[config.mk]
export PLATFORM = sky130hd
export DESIGN_NAME = hex_scan_driver
export DESIGN_NICKNAME = d
export VERILOG_FILES = /design/src/rtl/hex_scan_driver.sv
export SDC_FILE = /design/constraint.sdc
export NUM_CORES = 1
export LEC_CHECK = 0
export CAP_MARGIN = 20
export CELL_PAD_IN_SITES_DETAIL_PLACEMENT = 0
export CELL_PAD_IN_SITES_GLOBAL_PLACEMENT = 2
export CORE_MARGIN = 2
export CORE_UTILIZATION = 38
export DETAILED_ROUTE_END_ITERATION = 10
export PLACE_DENSITY_LB_ADDON = 0.1
export SYNTH_ARGS = -nofsm -noshare
export SYNTH_HDL_FRONTEND = slang
export SYNTH_SLANG_ARGS = --single-unit
[constraint.sdc]
create_clock -name CLK -period 5.8 [get_ports CLK]
set_input_delay 0.87 -clock CLK [delete_from_list [all_inputs] [get_ports CLK]]
set_output_delay 0.87 -clock CLK [all_outputs]
set_load 0.01 [all_outputs]
[src/rtl/hex_scan_driver.sv]
// hex_scan_driver: multiplexes a 16-bit value onto a four-digit seven-segment
// display. Digit 0 (leftmost, anodes[3]) shows data[15:12]; digit 3
// (anodes[0]) shows data[3:0]. data is latched into a shadow register only at
// the frame boundary, so a displayed frame never mixes old and new values.
// Each digit slot lasts SCAN_DIV cycles. The first BLANK_CYCLES cycles of a
// slot keep every digit dark so the previous digit does not ghost.
// Optional build macro HEX_SCAN_LZB_EN enables leading-zero blanking.
// Digits left of the first nonzero nibble stay dark. Digit 3 is always shown.
module hex_scan_driver #(
  parameter int SCAN_DIV     = 1000,
  parameter int BLANK_CYCLES = 16
) (
  input  logic        CLK,
  input  logic        RST_N,
  input  logic [15:0] data,
  output logic [3:0]  anodes,
  output logic [6:0]  segments,
  output logic        frame_start
);

  localparam int             CW      = $clog2(SCAN_DIV);
  localparam logic [CW-1:0]  CNT_MAX = CW'(SCAN_DIV - 1);

  // Segment pattern {A,B,C,D,E,F,G} for one hex nibble.
  function automatic logic [6:0] glyph(input logic [3:0] n);
    logic [6:0] g;
    case (n)
      4'h0: g = 7'b1111110;
      4'h1: g = 7'b0110000;
      4'h2: g = 7'b1101101;
      4'h3: g = 7'b1111001;
      4'h4: g = 7'b0110011;
      4'h5: g = 7'b1011011;
      4'h6: g = 7'b1011111;
      4'h7: g = 7'b1110000;
      4'h8: g = 7'b1111111;
      4'h9: g = 7'b1111011;
      4'hA: g = 7'b1110111;
      4'hB: g = 7'b0011111;
      4'hC: g = 7'b1001110;
      4'hD: g = 7'b0111101;
      4'hE: g = 7'b1001111;
      default: g = 7'b1000111;
    endcase
    return g;
  endfunction

  logic [CW-1:0] cnt, cnt_nxt;
  logic [1:0]    idx, idx_nxt;
  logic [15:0]   shadow, shadow_nxt;
  logic          wrap, frame_edge;
  logic [3:0]    nibble_nxt;
  logic          digit_blank;
  logic          dark_nxt;
  logic [3:0]    anodes_nxt;
  logic [6:0]    segments_nxt;

`ifdef HEX_SCAN_LZB_EN
  // Bit i is set when digit i is a leading zero. Bit 3 is always clear
  // because the last digit must show even for 0x0000.
  function automatic logic [3:0] lz_mask(input logic [15:0] v);
    logic [3:0] m;
    m[0] = (v[15:12] == 4'h0);
    m[1] = m[0] && (v[11:8] == 4'h0);
    m[2] = m[1] && (v[7:4] == 4'h0);
    m[3] = 1'b0;
    return m;
  endfunction

  logic [3:0] lzb, lzb_nxt;
`endif

  // Next-state and next-output computation. Outputs are registered from this
  // result so they always line up with the state that is being entered.
  always_comb begin
    // NOTE: every signal gets a value on every path so no latch is inferred.
    wrap       = (cnt == CNT_MAX);
    frame_edge = wrap && (idx == 2'd3);
    cnt_nxt    = wrap ? '0 : cnt + CW'(1);
    idx_nxt    = wrap ? idx + 2'd1 : idx;
    shadow_nxt = frame_edge ? data : shadow;

    case (idx_nxt)
      2'd0:    nibble_nxt = shadow_nxt[15:12];
      2'd1:    nibble_nxt = shadow_nxt[11:8];
      2'd2:    nibble_nxt = shadow_nxt[7:4];
      default: nibble_nxt = shadow_nxt[3:0];
    endcase

`ifdef HEX_SCAN_LZB_EN
    lzb_nxt     = frame_edge ? lz_mask(data) : lzb;
    digit_blank = lzb_nxt[idx_nxt];
`else
    digit_blank = 1'b0;
`endif

    dark_nxt     = (int'(cnt_nxt) < BLANK_CYCLES) || digit_blank;
    anodes_nxt   = dark_nxt ? 4'b0000 : (4'b1000 >> idx_nxt);
    segments_nxt = dark_nxt ? 7'b0000000 : glyph(nibble_nxt);
  end

  // Scan state, shadow latch and registered display outputs.
  always_ff @(posedge CLK or negedge RST_N) begin
    if (!RST_N) begin
      // NOTE: non-blocking assignments keep every register updating from
      // the values sampled before the edge.
      cnt         <= '0;
      idx         <= 2'd0;
      shadow      <= 16'h0000;
      anodes      <= 4'b0000;
      segments    <= 7'b0000000;
      frame_start <= 1'b0;
`ifdef HEX_SCAN_LZB_EN
      lzb         <= 4'b0111;
`endif
    end else begin
      cnt         <= cnt_nxt;
      idx         <= idx_nxt;
      shadow      <= shadow_nxt;
      anodes      <= anodes_nxt;
      segments    <= segments_nxt;
      frame_start <= frame_edge;
`ifdef HEX_SCAN_LZB_EN
      lzb         <= lzb_nxt;
`endif
    end
  end

endmodule

==> results by group <==
Critical path
  • CP max stage cell: mux2i_1
  • WS Path Type: reg2reg
  • Arrival time of the worst setup path: about 3800 ps
  • CP Cell Sequence: ha_1, and3_1, nand4_4, mux2_2, mux2_2, mux2i_1, inv_2, ha_1, nor3_1, a21oi_1, a221oi_1
  • Data required, critical path: 5960 ps
  • Slowest stage delay, CP: 500 ps
  • Critical-path maximum fanout: 18
  • CP top delay family: multiplexers
  • Crit path launch type: flop
  • Worst path bufs/invs: 1
  • Worst setup EP type: flop

Die
  • Boundary Pins: 30
  • CORE AREA: approximately 5500 um^2
  • Initial Util: a little under 40%
  • Std-Cell Rows: 27
  • Die area: between 6000 and 7000 um^2
  • Die extent in y: 79.65 um
  • Die Wd: ~80 um

Clock network
  • CTS tree: done
  • Clock Path Buffers: 2
  • Postcts setup bufs: 0
  • Clock tree sinks: 40
  • CTS buffer count: 5
  • Root Driver: clkbuf_8
  • Reg clk slew, reported paths: roughly 80 ps
  • Post-CTS Hold Fix Bufs: 0
  • Worst-Skew Late Latency: about 290 ps
  • Post-CTS resize count: 0
  • CTS H-tree depth: 2

Timing
  • Worst-margin pin slew: about 920 ps
  • RSZ-0062 raised after global routing: false
  • Worst Slack Setup Final: about 2100 ps
  • Setup violators final: 0
  • Final count of hold timing violations: 0
  • Clk_skew: roughly 11 ps
  • Achievable frequency: between 0.2 and 0.3 GHz
  • Crit share post-route: a little over three fifths
  • Final Max Tran Viols: 0
  • Fin Setup TNS: 0 ps
  • Slew headroom: between 30% and 40%
  • Crit path time final: about 3700 ps

Pwr
  • Sw Share: between 20 and 25%
  • Clock power share: 39.8%
  • Psw: between 0.1 and 0.15 mW
  • Sequential share of power: between 50 and 60%
  • Comb pwr share: under 10%
  • Power Internal: roughly 0.44 mW
  • Leak: 1.119 nW
  • Worst VDD drop: 0.09897 mV
  • Total power divided by cell area: ~220 nW/um^2

Detailed routing
  • Post-route ant nets: 0
  • Average routed wire per standard cell: ~16 um
  • Router iterations before antenna repair: 5
  • Initial drt markers: 110
  • Residual DRC: 0
  • DRT Wirelength: just under 5000 um
  • Vias per cell: roughly 5.4
  • Via count: around 1.6k

Logic synthesis
  • Sequential area share after synthesis: ~46%
  • Synth Net Count: roughly 220
  • Mapped Avg Cell Area: 11.27 um^2
  • Post-synth EDFFs: 0
  • Synth cell types: 50
  • Cells after Synth: around 190
  • Synth Flop Type: dfrtp_1
  • Ys async rst share: 100.0%
  • Cell area after synthesis: between 2000 and 2500 um^2
  • Synth Register Bits: 40
  • YS warnings: 0

Global routing
  • Overall routing resource usage: between 10% and 20%
  • Grt ovf: 0
  • Number of global-route vias before repair: around 1.7k
  • Pin count of the biggest net entering global routing: around 40
  • First-pass GRT wire length: 8197 um
  • Initial antenna violation count: 0

Finish
  • Share of cells above drive strength 1: between 10% and 20%
  • Finished Core Util: between 40% and 50%
  • Final Non-Filler Cells: 294
  • Commonest cells after routing, fill and taps aside: dfrtp_1, clkdlybuf4s50_1, mux2_2
  • Commonest non-fill, non-tap cell in the layout: dfrtp_1
  • Final net count: ~250
  • Area grow syn2layout: 19.45%
  • ANT cells: 0

Worst hold path
  • Worst Hold Class: reg2reg

Run status
  • Status: finished, final reports clean

Placement
  • Setup WS pre-CTS: 2183 ps
  • GP Congestion: 0.8410
  • Port-buffer cells: 29
  • Post-Place Cells: 286
  • Dpl hpwl: around 3600 um

Run
  • MaxCap Viol Count: 0
power by group through the flow:
stage	combinational, mW	clock (mW)	sequential, mW
finish	0.0494	0.223	0.288
global route	0.0544	0.243	0.289
CTS	0.0504	0.232	0.288
detailed placement	0.0501	0	0.294
global placement	0.0490	0	0.293
floorplan	0.0219	0	0.295
sequential cells by signal, summed over array words and instances (netlist names):
signal	flops
frame_start	1
cnt	10
idx	2
segments	7
shadow	16
anodes	4
stage by stage:
| stage | power, mW | hold slack [ps] | instance area, um^2 |
|---|---|---|---|
| floorplan | 0.3166 | 432.1 | 2175 |
| global placement | 0.3424 | 448.3 | 2490 |
| detailed placement | 0.3439 | 463.0 | 2490 |
| CTS | 0.5702 | 481.5 | 2597 |
| global route | 0.5868 | 506.2 | 2597 |
| finish | 0.5603 | 473.4 | 2597 |
worst paths after layout:
| kind | startpoint | to | slack [ps] | cells past startpoint |
|---|---|---|---|---|
| setup reg to reg | cnt[0] | segments[1] | 2140 | 11 |
| hold / removal | shadow[7] | shadow[7] | 470 | 2 |
| min in group asynchronous | RST_N | shadow[10] | 720 | 1 |
| hold reg to reg | shadow[7] | shadow[7] | 470 | 2 |
| max in group asynchronous | RST_N | anodes[3] | 4510 | 1 |
| setup / recovery | cnt[0] | segments[1] | 2140 | 11 |
logic make-up after synthesis:
logic type	Yosys count	share of synthesized area, %
buf+inv	19	4.890
mux	27	13.69
xor+xnor	4	1.957
fa+ha+maj	8	4.603
flops	40	46.03
simple gates	55	14.44
compound gates	40	14.38
cells in the mapped netlist, types with 3 or more instances:
cell type	n	area share [%]
a21oi_1	11	2.5
and2_1	3	0.86
and3_1	4	1.2
buf_6	3	1.6
dfrtp_1	40	46
ha_1	8	4.6
inv_1	9	1.6
mux2_2	18	9.3
mux2i_1	8	3.7
nand2_1	10	1.7
nand3_1	7	1.6
nand4_1	4	1.2
nor2_1	12	2.1
nor3_1	5	1.2
o21ai_0	6	1.4
o31ai_1	6	2.1
worst min-delay path, cell delays in order, from the launching register on:
cell and delay [ps]:
dfrtp_1 330, nand2_1 60, nand2_1 50
layer usage:
| layer | GRT usage, % | wire (um) | vias to the layer above |
|---|---|---|---|
| li1 | - | - | 759 |
| met1 | 19.75 | 1986 | 781 |
| met2 | 30.50 | 2557 | 31 |
| met3 | 3.054 | 175 | 9 |
| met4 | 5.862 | 81 | 0 |
| met5 | 0 | 0 | - |
area by class of cell:
class | instances | area (um^2)
Timing Repair Buffer | 29 | 285.3
Multi-Input combinational cell | 134 | 1067
Sequential cell | 40 | 1001
Fill cell | 515 | 2909
Clock buffer | 6 | 72.57
Clock inverter | 2 | 35.03
Tap cell | 72 | 90.09
Inverter | 11 | 46.29
(Power assumes the default switching activity.)
